==> src/rtl/dzcpu_useq.sv <==
// rtl/dzcpu_useq.sv - microcode sequencer for the dzcpu core
//
// Walks microcode flows held in an external ROM. In FETCH the sequencer
// waits for a fetched opcode (iMopValid) and jumps to its flow, or to the
// interrupt entry flow when an interrupt is pending and enabled. In EXEC it
// presents rUpc on oUopAddr, retires one uop per unstalled cycle, raises
// the PC-increment and flag-update strobes from the uop flow field and
// returns to FETCH when the flow ends.
//
// Ports:
//   iClock        clock, rising edge
//   iReset        asynchronous active-low reset
//   iMopValid     opcode byte present on the LUT inputs this cycle
//   iFlowIdx      main LUT flow index
//   iCbFlowIdx    CB-prefix LUT flow index (target of jcb)
//   iUop          ROM word at oUopAddr: flow [12:9], op [8:4], operand [3:0]
//   iStall        memory or datapath busy; freezes the sequencer
//   iFlagZ        current Z flag, used by the conditional end codes
//   iIntReq       interrupt pending
//   iIme          interrupt master enable
//   oUopAddr      registered ROM address (rUpc)
//   oUopValid     datapath executes iUop this cycle
//   oIncPc        PC-increment strobe
//   oUpdateFlags  flag-update strobe
//   oMopDone      one-cycle pulse on the last uop of a flow
//   oIntAck       one-cycle pulse when the interrupt flow is entered
//   oFault        sticky runaway-flow indicator, cleared only by reset
module dzcpu_useq #(
  parameter logic [7:0] INT_FLOW_IDX = 8'd238,
  parameter logic [7:0] MAX_FLOW_LEN = 8'd32,
  parameter logic [4:0] JCB_OP       = 5'h1E
) (
  input  logic        iClock,
  input  logic        iReset,
  input  logic        iMopValid,
  input  logic [7:0]  iFlowIdx,
  input  logic [7:0]  iCbFlowIdx,
  input  logic [12:0] iUop,
  input  logic        iStall,
  input  logic        iFlagZ,
  input  logic        iIntReq,
  input  logic        iIme,
  output logic [7:0]  oUopAddr,
  output logic        oUopValid,
  output logic        oIncPc,
  output logic        oUpdateFlags,
  output logic        oMopDone,
  output logic        oIntAck,
  output logic        oFault
);

  localparam logic ST_FETCH = 1'b0;
  localparam logic ST_EXEC  = 1'b1;

  localparam logic [3:0] FL_OP         = 4'd0;
  localparam logic [3:0] FL_INC        = 4'd1;
  localparam logic [3:0] FL_EOF        = 4'd2;
  localparam logic [3:0] FL_INC_EOF    = 4'd3;
  localparam logic [3:0] FL_EOF_FU     = 4'd4;
  localparam logic [3:0] FL_INC_EOF_FU = 4'd5;
  localparam logic [3:0] FL_INC_EOF_Z  = 4'd6;
  localparam logic [3:0] FL_INC_EOF_NZ = 4'd7;
  localparam logic [3:0] FL_UPD_FLAGS  = 4'd8;

  logic       state_q, state_d;
  logic [7:0] upc_q, upc_d;
  logic [7:0] len_q, len_d;
  logic       fault_q, fault_d;

  logic [3:0] flow_code;
  logic [4:0] op_code;
  logic       dec_inc, dec_upd, dec_end;
  logic       uop_valid, inc_pc, upd_flags, mop_done, int_ack;
  logic [7:0] len_next;

  // Operand bits belong to the datapath only.
  logic unused_operand;
  assign unused_operand = ^iUop[3:0];

  assign flow_code = iUop[12:9];
  assign op_code   = iUop[8:4];
  assign len_next  = len_q + 8'd1;

  // Flow field decode; codes 9-15 behave like a plain op.
  always_comb begin
    dec_inc = 1'b0;
    dec_upd = 1'b0;
    dec_end = 1'b0;
    case (flow_code)
      FL_INC:        dec_inc = 1'b1;
      FL_EOF:        dec_end = 1'b1;
      FL_INC_EOF:    begin dec_inc = 1'b1; dec_end = 1'b1; end
      FL_EOF_FU:     begin dec_upd = 1'b1; dec_end = 1'b1; end
      FL_INC_EOF_FU: begin dec_inc = 1'b1; dec_upd = 1'b1; dec_end = 1'b1; end
      FL_INC_EOF_Z:  begin dec_inc = 1'b1; dec_end = iFlagZ;  end
      FL_INC_EOF_NZ: begin dec_inc = 1'b1; dec_end = !iFlagZ; end
      FL_UPD_FLAGS:  dec_upd = 1'b1;
      default:       dec_inc = 1'b0;
    endcase
  end

  always_comb begin
    state_d   = state_q;
    upc_d     = upc_q;
    len_d     = len_q;
    fault_d   = fault_q;
    uop_valid = (state_q == ST_EXEC) && !iStall;
    inc_pc    = 1'b0;
    upd_flags = 1'b0;
    mop_done  = 1'b0;
    int_ack   = 1'b0;

    if (state_q == ST_FETCH) begin
      // Interrupts are only sampled here, so a flow is never cut short.
      if (iMopValid) begin
        if (iIntReq && iIme) begin
          upc_d   = INT_FLOW_IDX;
          int_ack = 1'b1;
        end else begin
          upc_d   = iFlowIdx;
        end
        len_d   = 8'd0;
        state_d = ST_EXEC;
      end
    end else if (uop_valid) begin
      inc_pc    = dec_inc;
      upd_flags = dec_upd;
      if (dec_end) begin
        // End of flow wins over a jcb in the same uop.
        mop_done = 1'b1;
        state_d  = ST_FETCH;
      end else if (len_next == MAX_FLOW_LEN) begin
        fault_d = 1'b1;
        state_d = ST_FETCH;
      end else if (op_code == JCB_OP) begin
        upc_d = iCbFlowIdx;
        len_d = len_next;
      end else if (upc_q == 8'hFF) begin
        // Running off the end of the ROM: stop rather than wrap to 0.
        fault_d = 1'b1;
        state_d = ST_FETCH;
      end else begin
        upc_d = upc_q + 8'd1;
        len_d = len_next;
      end
    end
  end

  always_ff @(posedge iClock or negedge iReset) begin
    if (!iReset) begin
      state_q <= ST_FETCH;
      upc_q   <= 8'd0;
      len_q   <= 8'd0;
      fault_q <= 1'b0;
    end else begin
      state_q <= state_d;
      upc_q   <= upc_d;
      len_q   <= len_d;
      fault_q <= fault_d;
    end
  end

  assign oUopAddr     = upc_q;
  assign oUopValid    = uop_valid;
  assign oIncPc       = inc_pc;
  assign oUpdateFlags = upd_flags;
  assign oMopDone     = mop_done;
  // The ack is decoded from live inputs in FETCH, so hold it low in reset.
  assign oIntAck      = int_ack && iReset;
  assign oFault       = fault_q;

endmodule

==> config.mk <==
export PLATFORM = sky130hd
export DESIGN_NAME = dzcpu_useq
export DESIGN_NICKNAME = d
export VERILOG_FILES = /design/src/rtl/dzcpu_useq.sv
export SDC_FILE = /design/constraint.sdc
export NUM_CORES = 1
export LEC_CHECK = 0
export CORE_MARGIN = 3
export CORE_UTILIZATION = 49
export CTS_BUF_LIST = sky130_fd_sc_hd__clkbuf_4
export DETAILED_ROUTE_END_ITERATION = 8
export PLACE_DENSITY = 0.88
export SLEW_MARGIN = 10
export SYNTH_ARGS = -nofsm -noshare
export SYNTH_HDL_FRONTEND = slang
export SYNTH_SLANG_ARGS = --single-unit
==> constraint.sdc <==
create_clock -name iClock -period 4.48 [get_ports iClock]
set_input_delay 0.672 -clock iClock [delete_from_list [all_inputs] [get_ports iClock]]
set_output_delay 0.672 -clock iClock [all_outputs]
set_load 0.03 [all_outputs]
## After elaboration in Yosys (flattened, before gate mapping)

Index checks and enable logic that the tools add are counted.

| storage, ports and cells | value |
|---|---|
| flip-flop bits (word level) | 18 |
| input bits | 36 |
| output and inout port bits | 14 |
| logic and storage cells | 73 |

| cells by class | value |
|---|---|
| $add $sub $neg | 2 |
| eq/ne operators | 16 |
| mux-type cells | 38 |
| bitwise gates (word level) | 1 |
| reduce and logical (&&, ||, !) cells | 12 |

Operators with widths:

| kind | count |
|---|---|
| 8-bit 2-to-1 mux | 15 |
| 1-bit 2-to-1 mux | 22 |
| 8-bit by 1-bit adder with 8-bit output, second input constant | 2 |
| 4-bit by 3-bit equality test with 1-bit output, second input constant | 4 |
| 5-bit AND reduction | 2 |
| 4-bit by 2-bit equality test with 1-bit output, second input constant | 2 |
| 8-bit by 6-bit equality test with 1-bit output, second input constant | 1 |
| 8-bit equality test, second input constant | 1 |
| 2-bit inequality test, second input constant | 4 |
| 5-bit equality test, second input constant | 1 |
| 5-bit OR reduction | 1 |
| 4-bit by 1-bit equality test with 1-bit output, second input constant | 1 |
| 4-bit equality test, second input constant | 1 |
| 2-bit nonzero test | 2 |
| 4-bit OR reduction | 1 |
| 1-bit logical AND | 3 |
| 3-bit inequality test, second input constant | 1 |
| 1-bit one-hot mux with 3 select lines | 1 |
| 3-bit OR reduction | 1 |
| 1-bit zero test | 2 |
| 1-bit NOT | 1 |

## Depth between registers and ports, before layout

Gate-level depths: netlist of the first run.

| depth | value |
|---|---|
| depth in word-level cells | 7 |
| depth in mapped cells | 10 |
| gate-level depth less buffers | 8 |

## Worst setup path after synthesis of the first run

Ideal clock, no wire load.

| path | value |
|---|---|
| path type | input to output |
| start | input iFlagZ |
| end | output oMopDone |
| arrival time | 1911 ps |
| required time | 3808 ps |
| setup slack | 1897 ps |
| stages on the path | 3 |
| path buffers | 0 |
| path through | xnor2_1 > and3_1 > nor4_1 |

| on the way | value |
|---|---|
| cells in the longest elaborated chain, start to end | 5 |

RTL lines:

| item | RTL line | source |
|---|---|---|
| start, declared | 40 | `input logic iFlagZ,` |
| 1-bit zero test | 96 | `FL_INC_EOF_NZ: begin dec_inc = 1'b1; dec_end = !iFlagZ; end` |
| 1-bit one-hot mux with 3 select lines (*) | 89 | `case (flow_code)` |
| 1-bit 2-to-1 mux (*) | 128 | `if (dec_end) begin` |
| 1-bit 2-to-1 mux (*) | 125 | `end else if (uop_valid) begin` |
| 1-bit 2-to-1 mux (*) | 113 | `if (state_q == ST_FETCH) begin` |
| end, declared | 47 | `output logic oMopDone,` |

Every way passes the cells marked *; elsewhere a longest branch is shown, timed or not.

## Final worst setup path of the first run

| path | value |
|---|---|
| start | input iUop[9] |
| end | output oMopDone |

| on the way | value |
|---|---|
| cells in the longest elaborated chain, start to end | 6 |
| elaborated cells between the ends (all ways) | 11 |
| classes of those cells | eq/ne (6); mux (4); reduce/logical (1) |

RTL lines:

| item | RTL line | source |
|---|---|---|
| start, declared | 38 | `input logic [12:0] iUop,` |
| 4-bit by 3-bit equality test with 1-bit output or 4-bit by 2-bit equality test with 1-bit output (tied branches) | 89 |  |
| 4-bit OR reduction (no source line) | n/a |  |
| 1-bit one-hot mux with 3 select lines (*) | 89 |  |
| 1-bit 2-to-1 mux (*) | 128 |  |
| 1-bit 2-to-1 mux (*) | 125 |  |
| 1-bit 2-to-1 mux (*) | 113 |  |

Marked as above.

==> results.sh, run 1 <==
export IMPL_yosysTopAreaCellShare_pct=34.5
export IMPL_met1_usage_pct=25.4
export IMPL_vias=1299
export IMPL_ys_top_cells_by_area="dfrtp_1, nor2_1, o21ai_0"
export IMPL_rsz0062_at_grt="false"
export IMPL_yosysUniqueCellTypes=39
export IMPL_post_cts_buffers=0
export IMPL_clockRootBuffer="clkbuf_4"
export IMPL_cts_made_buffers=3
export IMPL_core_area_mm2=0.00250
export IMPL_synth_most_common_cell="dfrtp_1"
export IMPL_grt_max_degree=20
export IMPL_crit_buf_inv=2
export IMPL_fp_dieW_um=57.6
export IMPL_drc_errors=0
export IMPL_path_delay_family="buffers and inverters"
export IMPL_rows=18
export IMPL_grt_pass1_vias=1339
export IMPL_gp_congestion=0.797
export IMPL_synth_commonest_cells="dfrtp_1, nor2_1, o21ai_0"
export IMPL_grt_overflow_total=0
export IMPL_drt_pass1_iterations=4
export IMPL_worstPathCellList="clkdlybuf4s50_1, xnor2_1, and3_1, nor4_1, clkdlybuf4s50_1"
export IMPL_yosysSeqAreaShare_pct=34.5
export IMPL_power_density_mw_per_mm2=462
export IMPL_use_met3_pct=3.39
export IMPL_crit_type="in2out"
export IMPL_grt_pass1_wl_um=5830
export IMPL_hold_class="reg2reg"
export IMPL_wire_per_inst_um=15.2
export IMPL_cpMostUsedCell="clkdlybuf4s50_1"
export IMPL_period_needed_ns=3.13
export IMPL_setup_viol=0
export IMPL_fin_skew_ns=0.00634
export IMPL_start_util_pct=52.2
export IMPL_required_ns=3.81
export IMPL_cap_violations=0
export IMPL_grt_most_used_layer="met2"
export IMPL_max_stage_delay_ns=0.73
export IMPL_holdBufCountCts=0
export IMPL_ys_flop_type="dfrtp_1"
export IMPL_ir_drop_mv=0.397
export IMPL_final_instance_count_excl_fill=226
export IMPL_status="finished, final reports clean"
export IMPL_postRouteAntennaNets=0
export IMPL_arrival_ns=2.45
export IMPL_first_iter_violations=43
export IMPL_synth_edff_count=0
export IMPL_place_inst=222
export IMPL_cts_sinks=18
export IMPL_antenna_found_initial=0
export IMPL_netlist_instances=150
export IMPL_cp_start_kind="input port"
export IMPL_antenna_cells=0
export IMPL_postSynthAreaPerCell_um2=8.70
export IMPL_viasPerCell=5.75
export IMPL_syn2layout_area_growth_pct=36.9
export IMPL_crit_slowest_cell="clkdlybuf4s50_1"
export IMPL_slew_headroom_pct=46.4
export IMPL_final_nets=236
export IMPL_synth_net_count=189
export IMPL_final_setup_tns_ns=0
export IMPL_track_usage_pct=22.1
export IMPL_cts_resized=0
export IMPL_netlist_area_mm2=0.00131
export IMPL_hpwlAfterDp_um=2730
export IMPL_clkTransAtPathRegs_ns=0.11
export IMPL_worst_pin_slew_ns=0.798
export IMPL_fp_dieH_um=57.6
export IMPL_worstPathMaxFanout=3
export IMPL_clk_latency_ns=0.30
export IMPL_yosys_warnings=0
export IMPL_h_tree_depth=1
export IMPL_dieArea_mm2=0.00332
export IMPL_final_layout_size_suffix_gt1_share_pct=6.12
export IMPL_max_clock_freq_ghz=0.320
export IMPL_worstSetupEndpointType="output port"
export IMPL_io_pins=50
export IMPL_synth_area_leader_cell="dfrtp_1"
export IMPL_fin_crit_sh_pct=69.8
export IMPL_grtUsageMet2_pct=40.5
export IMPL_routed_wl_um=3440
export IMPL_cts_buffer_depth=2
export IMPL_cts_tree="done"
export IMPL_ys_ff_latch=18
export IMPL_p_leak_nw=0.782
export IMPL_port_buffers=45
export IMPL_hold_viol_final=0
export IMPL_slew_viol_final=0
export IMPL_async_flop_share_pct=100
stage by stage:
step | cell area, µm² | hold WS, ns | setup slack [ns] | total power, W | util (%)
final | 1790 | 0.489 | 1.35 | 0.000825 | 71.5
after global routing | 1790 | 0.523 | 1.31 | 0.000885 | 71.5
after CTS | 1790 | 0.493 | 1.34 | 0.000830 | 71.5
after detailed placement | 1760 | 0.463 | 1.29 | 0.000739 | 70.4
after global placement | 1760 | 0.458 | 1.35 | 0.000715 | 70.4
after floorplan | 1310 | 0.376 | 1.90 | 0.000573 | -
power breakdown:
part	switching [W]	internal, W	total (W)
clock network	0.0000547	0.0000325	0.0000872
logic	0.000238	0.000212	0.000451
registers	0.0000739	0.000214	0.000288
total	0.000367	0.000459	0.000825
worst paths after layout:
path                                      start                 endpoint  slack, ns  cells after the start
setup / recovery                        iUop[9]                 oMopDone       1.35                      5
hold / removal               oFault$_DFFE_PN0P_       oFault$_DFFE_PN0P_       0.49                      1
setup reg to reg           len_q[0]$_DFFE_PN0P_  oUopAddr[0]$_DFFE_PN0P_       1.71                      8
hold reg to reg              oFault$_DFFE_PN0P_       oFault$_DFFE_PN0P_       0.49                      1
max in group asynchronous                iReset  oUopAddr[5]$_DFFE_PN0P_       3.58                      2
min in group asynchronous                iReset     len_q[6]$_DFFE_PN0P_       0.69                      2
registers in the layout, summed over array words and instances, names as in the netlist:
signal    count
oUopAddr      8
oFault        1
state_q       1
len_q         8
kinds of logic after synthesis:
family | Yosys count | synth area share, %
AOI/OAI and AO/OA | 43 | 22.2
DFF | 18 | 34.5
adders and majority gates | 3 | 2.88
buffers and inverters | 11 | 5.37
muxes | 5 | 4.12
and+or+nand+nor | 59 | 23.5
xor gates and xnor gates | 11 | 7.38
cells in the final DEF, fill, tap and decap left out, types with 5 or more instances in the layout:
cell	count
xnor2_1	5
a21oi_1	9
a21o_1	7
and3_1	5
nand2_1	8
inv_1	6
clkdlybuf4s50_1	45
dfrtp_1	18
o21ai_0	12
xor2_1	6
nor3_1	7
nor2_1	17
nand3_1	7
final cells by class:
cell class	count	area [µm²]
flip-flops and latches	18	450
fillers	200	713
inverters	6	22.5
well taps	30	37.5
clock inverters	1	3.75
repair buffers	47	465
multi-input cells	121	785
clock buffers	3	22.5
routing by layer:
| layer | up-vias | part of all wire (%) |
|---|---|---|
| met5 | - | 0 |
| met4 | 0 | 1.5 |
| met3 | 7 | 3.7 |
| met2 | 41 | 55 |
| met1 | 619 | 40 |
| li1 | 632 | - |
(Power assumes the default switching activity.)
==> inputs of run 2 (changes only) <==
--- a/config.mk
+++ b/config.mk
@@ -6,10 +6,10 @@
 export NUM_CORES = 1
 export LEC_CHECK = 0
 export CORE_MARGIN = 3
-export CORE_UTILIZATION = 49
+export CORE_UTILIZATION = 45
 export CTS_BUF_LIST = sky130_fd_sc_hd__clkbuf_4
 export DETAILED_ROUTE_END_ITERATION = 8
-export PLACE_DENSITY = 0.88
+export PLACE_DENSITY = 0.82
 export SLEW_MARGIN = 10
 export SYNTH_ARGS = -nofsm -noshare
 export SYNTH_HDL_FRONTEND = slang
==> constraint.sdc (replaced) <==
create_clock -name iClock -period 3.08 [get_ports iClock]
set_input_delay 0.462 -clock iClock [delete_from_list [all_inputs] [get_ports iClock]]
set_output_delay 0.462 -clock iClock [all_outputs]
set_load 0.03 [all_outputs]
==> results.sh, run 2 (synthesis gave the netlist of run 1 again) <==
export IMPL_setup_viol=0
export IMPL_grt_max_degree=19
export IMPL_final_instance_count_excl_fill=228
export IMPL_hpwlAfterDp_um=2560
export IMPL_place_inst=224
export IMPL_fp_dieH_um=59.9
export IMPL_power_density_mw_per_mm2=659
export IMPL_p_comb_share_pct=54.5
export IMPL_max_clock_freq_ghz=0.360
export IMPL_io_pins=50
export IMPL_cap_violations=0
export IMPL_fill_cells=224
export IMPL_grt_overflow_total=0
export IMPL_slew_headroom_pct=66.5
export IMPL_required_ns=3.27
export IMPL_path_delay_family="compound AO/OA/AOI/OAI gates"
export IMPL_worst_pin_slew_ns=0.503
export IMPL_final_nets=238
export IMPL_p_sw_w=0.000520
export IMPL_final_layout_size_suffix_gt1_share_pct=7.07
export IMPL_crit_buf_inv=0
export IMPL_fin_crit_sh_pct=90.2
export IMPL_rows=18
export IMPL_post_cts_buffers=0
export IMPL_cts_made_buffers=3
export IMPL_port_buffers=45
export IMPL_track_usage_pct=20.7
export IMPL_final_common_cell="clkdlybuf4s50_1"
export IMPL_hold_viol_final=0
export IMPL_arrival_ns=2.97
export IMPL_reg2reg_slack_ns=0.30
export IMPL_first_iter_violations=56
export IMPL_worstPathCellList="ha_1, and3_4, a311oi_1, a31oi_2, o41ai_4, or2_1, nor4b_1, a311o_1"
export IMPL_clockRootBuffer="clkbuf_4"
export IMPL_clk_latency_ns=0.29
export IMPL_status="finished, final reports clean"
export IMPL_ir_drop_mv=0.489
export IMPL_p_int_w=0.000668
export IMPL_antenna_found_initial=0
export IMPL_pwr_share_clk_pct=10.4
export IMPL_post_route_util_pct=69.0
export IMPL_setup_ws_ns=0.302
export IMPL_hold_class="reg2reg"
export IMPL_rsz0062_at_grt="false"
export IMPL_fin_skew_ns=0.00418
export IMPL_ff2ff_path_depth=8
export IMPL_drc_errors=0
export IMPL_max_stage_delay_ns=0.49
export IMPL_p_leak_nw=0.792
export IMPL_gp_congestion=0.823
export IMPL_drt_pass1_iterations=4
export IMPL_dpl_instance_area_mm2=0.00178
export IMPL_worstSetupEndpointType="flop"
export IMPL_fp_dieW_um=59.9
export IMPL_mostFrequentLayoutCells="clkdlybuf4s50_1, dfrtp_1, nor2_1, o21ai_0, a21oi_1"
export IMPL_min_to="oFault$_DFFE_PN0P_"
export IMPL_routed_wl_um=3300
export IMPL_wire_per_inst_um=14.5
export IMPL_cts_resized=0
export IMPL_seqPwrFrac_pct=35.2
export IMPL_min_path_cells=1
export IMPL_clkTransAtPathRegs_ns=0.11
export IMPL_dp_worst_setup_slack_ns=0.284
export IMPL_holdBufCountCts=0
export IMPL_final_setup_tns_ns=0
export IMPL_r2r_start="len_q[0]$_DFFE_PN0P_"
export IMPL_worstPathMaxFanout=16
export IMPL_dieArea_mm2=0.00358
export IMPL_switching_share_pct=43.8
export IMPL_viasPerCell=5.61
export IMPL_cts_tree="done"
export IMPL_crit_type="reg2reg"
export IMPL_h_tree_depth=1
export IMPL_slew_viol_final=0
export IMPL_grt_pass1_vias=1322
export IMPL_antenna_cells=0
export IMPL_crit_slowest_cell="or2_1"
export IMPL_core_area_mm2=0.00261
export IMPL_period_needed_ns=2.78
export IMPL_min_from="oFault$_DFFE_PN0P_"
export IMPL_cts_buffer_depth=2
export IMPL_r2r_end="oUopAddr[0]$_DFFE_PN0P_"
export IMPL_start_util_pct=50.0
export IMPL_grt_pass1_wl_um=5790
export IMPL_postRouteAntennaNets=0
export IMPL_vias=1278
export IMPL_syn2layout_area_growth_pct=38.1
export IMPL_cts_sinks=18
export IMPL_fin_area_mm2=0.00180
export IMPL_cp_start_kind="flop"
-- run 2: worst max path at each step --
| stage | start | endpoint | slack [ns] | depth (start not counted) |
|---|---|---|---|---|
| 2_1_floorplan | len_q[0]$_DFFE_PN0P_ | oUopAddr[0]$_DFFE_PN0P_ | 0.77 | 9 |
| 3_3_place_gp | iUop[8] | oUopAddr[7]$_DFFE_PN0P_ | 0.35 | 8 |
| 3_5_place_dp | len_q[0]$_DFFE_PN0P_ | oUopAddr[0]$_DFFE_PN0P_ | 0.28 | 8 |
| 4_1_cts | len_q[0]$_DFFE_PN0P_ | oUopAddr[0]$_DFFE_PN0P_ | 0.27 | 8 |
| 5_1_grt | len_q[0]$_DFFE_PN0P_ | oUopAddr[0]$_DFFE_PN0P_ | 0.08 | 8 |
| 6_report | len_q[0]$_DFFE_PN0P_ | oUopAddr[0]$_DFFE_PN0P_ | 0.30 | 8 |
-- run 2: worst reg2reg max path, delay by kind of cell, from the launching register on --
| kind | cells | cell delay (ns) |
|---|---|---|
| AOI/OAI and AO/OA | 4 | 1.15 |
| adders and majority gates | 1 | 0.28 |
| DFF | 1 | 0.46 |
| and+or+nand+nor | 3 | 0.79 |
-- run 2: area by class of cell --
| type | count | area (µm²) | share of cell area [%] |
|---|---|---|---|
| clock buffers | 3 | 22.5 | 1.25 |
| clock inverters | 1 | 3.75 | 0.208 |
| inverters | 6 | 22.5 | 1.25 |
| multi-input cells | 121 | 785 | 43.5 |
| flip-flops and latches | 18 | 450 | 25.0 |
| well taps | 30 | 37.5 | 2.08 |
| repair buffers | 49 | 480 | 26.7 |
-- run 2: metrics by stage --
step           hold slack, ns  power, W
6_report                0.500   0.00119
5_1_grt                 0.528   0.00129
4_1_cts                 0.508   0.00120
3_5_place_dp            0.479   0.00107
3_3_place_gp            0.440   0.00104
2_1_floorplan           0.166  0.000834
-- run 2: routing by layer --
metal / vias up / share of wire (%) / GRT usage [%]
li1: 641 / - / -
met1: 604 / 45 / 28.0
met2: 31 / 50 / 35.3
met3: 2 / 4.7 / 3.46
met4: 0 / 0.24 / 3.16
met5: - / 0 / 0
-- run 2: power by group through the flow --
stage | clock network, W | logic, W | registers (W)
global placement | 0 | 0.000628 | 0.000412
detailed placement | 0 | 0.000647 | 0.000421
finish | 0.000123 | 0.000647 | 0.000418
floorplan | 0 | 0.000333 | 0.000501
CTS | 0.000126 | 0.000654 | 0.000417
global route | 0.000136 | 0.000717 | 0.000434
==> inputs of run 3 (changes only) <==
--- a/config.mk
+++ b/config.mk
@@ -5,6 +5,7 @@
 export SDC_FILE = /design/constraint.sdc
 export NUM_CORES = 1
 export LEC_CHECK = 0
+export ABC_CLOCK_PERIOD_IN_PS = 3080
 export CORE_MARGIN = 3
 export CORE_UTILIZATION = 45
 export CTS_BUF_LIST = sky130_fd_sc_hd__clkbuf_4
==> results of run 3 <==
Final layout, timing and power as in run 2 (identical DEF).
